File: config.mk
export PLATFORM = sky130hd
export DESIGN_NAME = cache_port_master_flat
export DESIGN_NICKNAME = d
export VERILOG_FILES = /design/src/rtl/cache_port_master_if.sv /design/src/rtl/cache_port_master.sv /design/src/flat_wrapper.sv
export SDC_FILE = /design/constraint.sdc
export NUM_CORES = 1
export LEC_CHECK = 0
export CORE_MARGIN = 10
export CORE_UTILIZATION = 54
export CTS_CLUSTER_DIAMETER = 80
export CTS_CLUSTER_SIZE = 16
export DETAILED_ROUTE_END_ITERATION = 12
export DONT_BUFFER_PORTS = 1
export HOLD_SLACK_MARGIN = 0.08
export PLACE_DENSITY = 0.69
export SYNTH_ARGS = -nofsm -noshare
export SYNTH_HDL_FRONTEND = slang
export SYNTH_SLANG_ARGS = --single-unit
File: constraint.sdc
create_clock -name clk -period 14.5 [get_ports clk]
set_clock_uncertainty 0.15 [all_clocks]
set_input_delay 2.9 -clock clk [delete_from_list [all_inputs] [get_ports clk]]
set_output_delay 2.9 -clock clk [all_outputs]
set_load 0.03 [all_outputs]
File: src/rtl/cache_port_master_if.sv
// cache_port_master_if: bundles the CPU-side request/write/read streams and the
// cache array port (mode/st/in/out) of cache_port_master.
//   req_*   : request handshake (valid/ready) with write, burst and word address
//   wr_*    : write-data stream (valid/ready)
//   rd_*    : read-data stream (valid/ready) with rd_last on the final word
//   done    : one-cycle completion pulse, busy: controller not idle
//   c_*     : cache array port (c_mode, c_st, c_wdata out; c_rdata in)
// Modports: master = the controller, slave = the core/cache side.
interface cache_port_master_if #(
  parameter int ADDR_W = 32,
  parameter int DATA_W = 64
);
  logic              req_valid;
  logic              req_ready;
  logic              req_write;
  logic              req_burst;
  logic [ADDR_W-1:0] req_addr;
  logic              wr_valid;
  logic              wr_ready;
  logic [DATA_W-1:0] wr_data;
  logic              rd_valid;
  logic              rd_ready;
  logic [DATA_W-1:0] rd_data;
  logic              rd_last;
  logic              done;
  logic              busy;
  logic [1:0]        c_mode;
  logic [ADDR_W-1:0] c_st;
  logic [DATA_W-1:0] c_wdata;
  logic [DATA_W-1:0] c_rdata;

  modport master (
    input  req_valid, req_write, req_burst, req_addr, wr_valid, wr_data, rd_ready, c_rdata,
    output req_ready, wr_ready, rd_valid, rd_data, rd_last, done, busy, c_mode, c_st, c_wdata
  );

  modport slave (
    output req_valid, req_write, req_burst, req_addr, wr_valid, wr_data, rd_ready, c_rdata,
    input  req_ready, wr_ready, rd_valid, rd_data, rd_last, done, busy, c_mode, c_st, c_wdata
  );
endinterface

File: src/rtl/cache_port_master.sv
// cache_port_master: sequences single-word and full-line (BURST_LEN word) reads
// and writes onto the 64-bit cache array port. Every access is one cycle of
// c_mode=11 (write) or 00 (read), always followed by a cycle of IDLE_MODE so
// repeated accesses to one address still produce a mode edge.
// Ports:
//   clk      : clock, rising edge
//   rst      : asynchronous active-high reset
//   port_io  : cache_port_master_if.master (request, write/read streams, cache port)
// Build option: define CACHE_CRIT_WORD_FIRST_EN to start bursts at req_addr[3:0]
// and wrap modulo 16; otherwise bursts always start at word 0.
//
// state   | meaning
// IDLE    | req_ready high, waiting for a request
// WR_WAIT | wr_ready high, waiting for the next write word
// WR_ACC  | one write access cycle (c_mode=11)
// RD_ACC  | one read access cycle (c_mode=00)
// RD_CAPT | gap cycle, cache read data captured at its end
// RD_HOLD | rd_valid held until rd_ready
// FIN     | done pulse
module cache_port_master #(
  parameter int         ADDR_W    = 32,
  parameter int         DATA_W    = 64,
  parameter int         BURST_LEN = 16,
  parameter logic [1:0] IDLE_MODE = 2'b01
) (
  input logic                   clk,
  input logic                   rst,
  cache_port_master_if.master   port_io
);
  localparam logic [1:0] MODE_WR  = 2'b11;
  localparam logic [1:0] MODE_RD  = 2'b00;
  localparam logic [3:0] LAST_CNT = 4'(BURST_LEN - 1);

  typedef enum logic [2:0] {IDLE, WR_WAIT, WR_ACC, RD_ACC, RD_CAPT, RD_HOLD, FIN} state_t;

  state_t            state_q;
  logic [ADDR_W-5:0] row_q;
  logic [3:0]        idx_q;
  logic [3:0]        cnt_q;
  logic              burst_q;
  logic              req_ready_q, wr_ready_q, rd_valid_q, rd_last_q, done_q, busy_q;
  logic [1:0]        c_mode_q;
  logic [ADDR_W-1:0] c_st_q;
  logic [DATA_W-1:0] c_wdata_q, rd_data_q;

  logic [3:0] idx_d;
  logic [3:0] start_idx;
  logic       is_last;

  always_comb begin
    idx_d   = idx_q + 4'd1;
    // cnt_q counts accesses, independent of where the index started
    is_last = !burst_q || (cnt_q == LAST_CNT);
`ifdef CACHE_CRIT_WORD_FIRST_EN
    start_idx = port_io.req_addr[3:0];
`else
    start_idx = port_io.req_burst ? 4'd0 : port_io.req_addr[3:0];
`endif
  end

  always_ff @(posedge clk or posedge rst) begin
    if (rst) begin
      state_q     <= IDLE;
      row_q       <= '0;
      idx_q       <= '0;
      cnt_q       <= '0;
      burst_q     <= 1'b0;
      req_ready_q <= 1'b1;
      wr_ready_q  <= 1'b0;
      rd_valid_q  <= 1'b0;
      rd_last_q   <= 1'b0;
      done_q      <= 1'b0;
      busy_q      <= 1'b0;
      c_mode_q    <= IDLE_MODE;
      c_st_q      <= '0;
      c_wdata_q   <= '0;
      rd_data_q   <= '0;
    end else begin
      done_q <= 1'b0;
      case (state_q)
        IDLE: begin
          if (port_io.req_valid) begin
            row_q       <= port_io.req_addr[ADDR_W-1:4];
            burst_q     <= port_io.req_burst;
            idx_q       <= start_idx;
            cnt_q       <= '0;
            req_ready_q <= 1'b0;
            busy_q      <= 1'b1;
            if (port_io.req_write) begin
              wr_ready_q <= 1'b1;
              state_q    <= WR_WAIT;
            end else begin
              // row_q is not loaded yet, so the first read address comes straight from the request
              c_mode_q <= MODE_RD;
              c_st_q   <= {port_io.req_addr[ADDR_W-1:4], start_idx};
              state_q  <= RD_ACC;
            end
          end
        end
        WR_WAIT: begin
          if (port_io.wr_valid) begin
            wr_ready_q <= 1'b0;
            c_wdata_q  <= port_io.wr_data;
            c_st_q     <= {row_q, idx_q};
            c_mode_q   <= MODE_WR;
            state_q    <= WR_ACC;
          end
        end
        WR_ACC: begin
          c_mode_q <= IDLE_MODE;
          if (is_last) begin
            done_q  <= 1'b1;
            state_q <= FIN;
          end else begin
            idx_q      <= idx_d;
            cnt_q      <= cnt_q + 4'd1;
            wr_ready_q <= 1'b1;
            state_q    <= WR_WAIT;
          end
        end
        RD_ACC: begin
          c_mode_q <= IDLE_MODE;
          state_q  <= RD_CAPT;
        end
        RD_CAPT: begin
          rd_data_q  <= port_io.c_rdata;
          rd_valid_q <= 1'b1;
          rd_last_q  <= is_last;
          state_q    <= RD_HOLD;
        end
        RD_HOLD: begin
          if (port_io.rd_ready) begin
            rd_valid_q <= 1'b0;
            rd_last_q  <= 1'b0;
            if (is_last) begin
              done_q  <= 1'b1;
              state_q <= FIN;
            end else begin
              idx_q    <= idx_d;
              cnt_q    <= cnt_q + 4'd1;
              c_st_q   <= {row_q, idx_d};
              c_mode_q <= MODE_RD;
              state_q  <= RD_ACC;
            end
          end
        end
        FIN: begin
          busy_q      <= 1'b0;
          req_ready_q <= 1'b1;
          state_q     <= IDLE;
        end
        default: begin
          state_q     <= IDLE;
          c_mode_q    <= IDLE_MODE;
          busy_q      <= 1'b0;
          req_ready_q <= 1'b1;
          wr_ready_q  <= 1'b0;
          rd_valid_q  <= 1'b0;
          rd_last_q   <= 1'b0;
        end
      endcase
    end
  end

  assign port_io.req_ready = req_ready_q;
  assign port_io.wr_ready  = wr_ready_q;
  assign port_io.rd_valid  = rd_valid_q;
  assign port_io.rd_data   = rd_data_q;
  assign port_io.rd_last   = rd_last_q;
  assign port_io.done      = done_q;
  assign port_io.busy      = busy_q;
  assign port_io.c_mode    = c_mode_q;
  assign port_io.c_st      = c_st_q;
  assign port_io.c_wdata   = c_wdata_q;
endmodule
File: src/flat_wrapper.sv
// flat-port wrapper written by rule: the top's interface ports become plain ports
module cache_port_master_flat 
#(
  parameter int         ADDR_W    = 32,
  parameter int         DATA_W    = 64,
  parameter int         BURST_LEN = 16,
  parameter logic [1:0] IDLE_MODE = 2'b01
)
  (clk, rst, port_io_req_valid, port_io_req_write, port_io_req_burst, port_io_req_addr, port_io_wr_valid, port_io_wr_data, port_io_rd_ready, port_io_c_rdata, port_io_req_ready, port_io_wr_ready, port_io_rd_valid, port_io_rd_data, port_io_rd_last, port_io_done, port_io_busy, port_io_c_mode, port_io_c_st, port_io_c_wdata);
  cache_port_master_if #(.ADDR_W(ADDR_W), .DATA_W(DATA_W)) port_io_i ();
  input logic clk;
  input logic rst;
  input wire logic [$bits(port_io_i.req_valid)-1:0] port_io_req_valid;
  input wire logic [$bits(port_io_i.req_write)-1:0] port_io_req_write;
  input wire logic [$bits(port_io_i.req_burst)-1:0] port_io_req_burst;
  input wire logic [$bits(port_io_i.req_addr)-1:0] port_io_req_addr;
  input wire logic [$bits(port_io_i.wr_valid)-1:0] port_io_wr_valid;
  input wire logic [$bits(port_io_i.wr_data)-1:0] port_io_wr_data;
  input wire logic [$bits(port_io_i.rd_ready)-1:0] port_io_rd_ready;
  input wire logic [$bits(port_io_i.c_rdata)-1:0] port_io_c_rdata;
  output wire logic [$bits(port_io_i.req_ready)-1:0] port_io_req_ready;
  output wire logic [$bits(port_io_i.wr_ready)-1:0] port_io_wr_ready;
  output wire logic [$bits(port_io_i.rd_valid)-1:0] port_io_rd_valid;
  output wire logic [$bits(port_io_i.rd_data)-1:0] port_io_rd_data;
  output wire logic [$bits(port_io_i.rd_last)-1:0] port_io_rd_last;
  output wire logic [$bits(port_io_i.done)-1:0] port_io_done;
  output wire logic [$bits(port_io_i.busy)-1:0] port_io_busy;
  output wire logic [$bits(port_io_i.c_mode)-1:0] port_io_c_mode;
  output wire logic [$bits(port_io_i.c_st)-1:0] port_io_c_st;
  output wire logic [$bits(port_io_i.c_wdata)-1:0] port_io_c_wdata;
  assign port_io_i.req_valid = port_io_req_valid;
  assign port_io_i.req_write = port_io_req_write;
  assign port_io_i.req_burst = port_io_req_burst;
  assign port_io_i.req_addr = port_io_req_addr;
  assign port_io_i.wr_valid = port_io_wr_valid;
  assign port_io_i.wr_data = port_io_wr_data;
  assign port_io_i.rd_ready = port_io_rd_ready;
  assign port_io_i.c_rdata = port_io_c_rdata;
  assign port_io_req_ready = port_io_i.req_ready;
  assign port_io_wr_ready = port_io_i.wr_ready;
  assign port_io_rd_valid = port_io_i.rd_valid;
  assign port_io_rd_data = port_io_i.rd_data;
  assign port_io_rd_last = port_io_i.rd_last;
  assign port_io_done = port_io_i.done;
  assign port_io_busy = port_io_i.busy;
  assign port_io_c_mode = port_io_i.c_mode;
  assign port_io_c_st = port_io_i.c_st;
  assign port_io_c_wdata = port_io_i.c_wdata;
  cache_port_master #(.ADDR_W(ADDR_W), .DATA_W(DATA_W), .BURST_LEN(BURST_LEN), .IDLE_MODE(IDLE_MODE)) u_core (.clk(clk), .rst(rst), .port_io(port_io_i));
endmodule
==> summary.txt <==
Outcome
  • Outcome: completed

Synth
  • Compound-Gate Fraction of Synth Area: 0.0364
  • Top cell type's share of synthesized area: 0.602
  • Post-synthesis mux area share: 0.218
  • Dominant combinational cell family by area after synthesis: multiplexers
  • Most frequent cell after synthesis: sky130_fd_sc_hd__dfrtp_1
  • Flop and latch count out of synthesis: 208
  • Post-synth top cells: sky130_fd_sc_hd__dfrtp_1 (206), sky130_fd_sc_hd__nand2_1 (191), sky130_fd_sc_hd__mux2_2 (162)
  • Register area share after synthesis: 0.608
  • Post-synth net total: approximately 860
  • Count of unique library cells instantiated by Yosys: 46
  • Simple logic cell fraction of the synthesized area: 0.107
  • Yosys warning total: 0
  • Main flop type after synthesis: sky130_fd_sc_hd__dfrtp_1
  • Post-Synth XOR/XNOR Area: 0.00307
  • Post-Synthesis Cell Area: 8570 um2
  • Adder-Cell Fraction of Synth Area: 0.00292
  • Biggest area contributors in the synthesized netlist: sky130_fd_sc_hd__dfrtp_1 (60%), sky130_fd_sc_hd__mux2_2 (21%), sky130_fd_sc_hd__nand2_1 (8.4%)
  • Number of enable flip-flop cells after synthesis: 0
  • Async SR Flop Fraction: 1.00
  • Mean cell area of the mapped netlist: ~12 um2
  • Instance count of the mapped netlist: a little under 700
  • Cell accounting for the most synthesized area: sky130_fd_sc_hd__dfrtp_1

Worst setup path
  • Worst EP arrival: roughly 4500 ps
  • Worst Setup Path Type: input pin to register
  • CP Capture Type: register
  • Reg2reg start: u_core.state_q[0]
  • Length in cells of the worst reg-to-reg path: 4
  • CP Data Required Time: 14710 ps
  • Reg2reg setup slack: between 10000 and 15000 ps
  • Critical path origin: port_io_req_valid
  • Worst reg2reg endpoint: u_core.idx_q[3]
  • Kind of launch point of the worst setup path: input pin
  • Largest fanout of any net on the critical path: 36

Global routing
  • Antenna violations before repair: 2
  • Global route total overflow: 0
  • Via count of the first global-routing pass: between 5000 and 6000
  • Global-route wire length before repair: 33.2 mm
  • Largest net degree at the start of global routing: 128
  • Global-route usage over all layers: 0.195

Cells and area
  • Synth-to-Final Area Change: 7.26%
  • Share of post-route cells with drive strength above 1: 0.287
  • Final layout net count: around 850

Clock tree
  • Clock root buffer master: sky130_fd_sc_hd__clkbuf_16
  • Post CTS Setup Buffer Count: 0
  • Max H-tree Level: 1
  • Largest buffer count on any clock path: 3
  • Number of sinks on the clock net: ~210
  • TritonCTS clock tree: done
  • Clock transition at the registers of the reported paths: roughly 70 ps
  • Post-CTS Resized: 0
  • Hold_buf cts: 0
  • Clock Latency Late Sink: 470 ps
  • CTS buffer count: 16

Timing
  • Setup repair after global routing missed its margin: no
  • Min cycle time layout: ~4300 ps
  • Timing-limited maximum frequency: 0.233 GHz
  • Fraction of the cycle the final worst path needs: 0.295
  • Worst slew slack as a fraction of its limit: 0.123
  • Worst-Margin Slew: 1310 ps
  • Setup Viol. Count Final: 0
  • TNS Setup: 0 ps
  • Worst hold slack: about 330 ps
  • Final Slew Violations: 0
  • Final hold vios: 0

Floorplan
  • Core Area: about 15000 um2
  • Die Footprint: ~21000 um2
  • Rows: 45
  • Initial cell density of the core: 0.558
  • Width of the die: about 150 um
  • Number of top-level pins: ~340
  • Y dimension of the die: 146 um

Placed design
  • Global placement routability congestion: between 0.8 and 0.9
  • Count of input and output buffers: 0
  • Post-DP HPWL: 16.4 mm

Route
  • Routed wire length per instance: around 24 um
  • Count of antenna-violating nets left after detailed routing: 0
  • Total iterations of the first detailed-routing run: 4
  • Post-route DRC violation count: 0
  • Total via count after detailed routing: approximately 5100
  • Detailed Route Iter0 Violations: around 340
  • Post-DR vias/cell: ~5.6
  • Total detailed-routing wirelength: 21.9 mm

Min path
  • Worst min-delay path category: register to register
  • Startpoint of the tightest hold check path: u_core.row_q[24]
  • WHS Path Cells: 2
  • Endpoint of the worst hold-timing path: u_core.row_q[24]

Power
  • Tot Pwr: roughly 0.0027 W
  • Total leakage power: 4.16 nW
  • Cell area power density: between 200 and 300 nW/um2
  • Largest vdd supply drop: ~140 uV

Flow run
  • Maximum capacitance violations: 0
-- report_power, final --
group	leakage [nW]	internal [W]	switching [W]
logic	1.44	0.000360	0.000300
registers	2.50	0.000867	0.000743
clock network	0.222	0.000219	0.000193
-- worst max path at each step --
stage / to / cells after the start / slack (ps)
3_5_place_dp: u_core.cnt_q[2] / 4 / 9710
6_report: u_core.cnt_q[2] / 4 / 10220
4_1_cts: u_core.cnt_q[2] / 4 / 10220
3_3_place_gp: u_core.cnt_q[3] / 4 / 9810
5_1_grt: u_core.cnt_q[0] / 2 / 9990
2_1_floorplan: u_core.burst_q / 1 / 5770
-- per-stage QoR --
stage                      util  instances  setup slack, ps  instance area, um2
after floorplan               -        689             5770                8570
after global placement    0.567        869             9810                8720
after detailed placement  0.567        869             9710                8720
after CTS                 0.598        897            10220                9190
after global routing      0.598        898             9990                9190
final                     0.598        899            10220                9190
-- registers in the layout (all words and copies together) (netlist names), 2 cells and up --
| name | flops |
|---|---|
| u_core.port_io.rd_data | 64 |
| u_core.row_q | 28 |
| u_core.cnt_q | 4 |
| u_core.idx_q | 4 |
| u_core.port_io.c_wdata | 64 |
| u_core.port_io.c_mode | 2 |
| u_core.port_io.c_st | 32 |
| u_core.state_q | 3 |
-- final cells by class --
cell class,count,area (um2)
multi-input cells,437,3170
fillers,1273,6180
diodes,2,5.00
inverters,8,37.5
flip-flops and latches,208,5210
repair buffers,5,37.5
well taps,211,264
clock buffers,28,467
-- worst max-delay path, cell delays in order --
cell                       delay (ps)
sky130_fd_sc_hd__nand2b_1          90
sky130_fd_sc_hd__nor3_4          1000
sky130_fd_sc_hd__o22ai_1          230
sky130_fd_sc_hd__a22o_1           280
-- placed cells by master, fill, tap and decap left out, types with 3 or more instances in the layout --
cell type	netlist	final
sky130_fd_sc_hd__nor3_1	3	3
sky130_fd_sc_hd__nor2b_1	8	7
sky130_fd_sc_hd__o22ai_1	6	6
sky130_fd_sc_hd__o21ai_0	15	15
sky130_fd_sc_hd__inv_1	8	7
sky130_fd_sc_hd__clkbuf_16	0	17
sky130_fd_sc_hd__mux2i_1	4	4
sky130_fd_sc_hd__clkbuf_1	13	11
sky130_fd_sc_hd__mux2_2	162	162
sky130_fd_sc_hd__nand2_1	191	191
sky130_fd_sc_hd__and3_1	4	4
sky130_fd_sc_hd__dfrtp_1	206	206
sky130_fd_sc_hd__buf_4	2	5
sky130_fd_sc_hd__nand2b_1	4	4
-- kinds of logic after synthesis --
| logic type | Yosys count |
|---|---|
| AND/OR/NAND/NOR | 223 |
| flip-flops | 208 |
| multiplexers | 166 |
| buffers and inverters | 44 |
| AO/OA/AOI/OAI | 43 |
| XOR/XNOR | 3 |
| adder cells (fa/ha/maj) | 2 |
-- layer usage --
metal | global-route usage | vias up | share of wire
li1 | - | 2308 | -
met1 | 0.209 | 2511 | 0.34
met2 | 0.338 | 224 | 0.52
met3 | 0.0981 | 21 | 0.13
met4 | 0.0405 | 0 | 0.011
met5 | 0 | - | 0
Power figures use the tool's default switching activity.
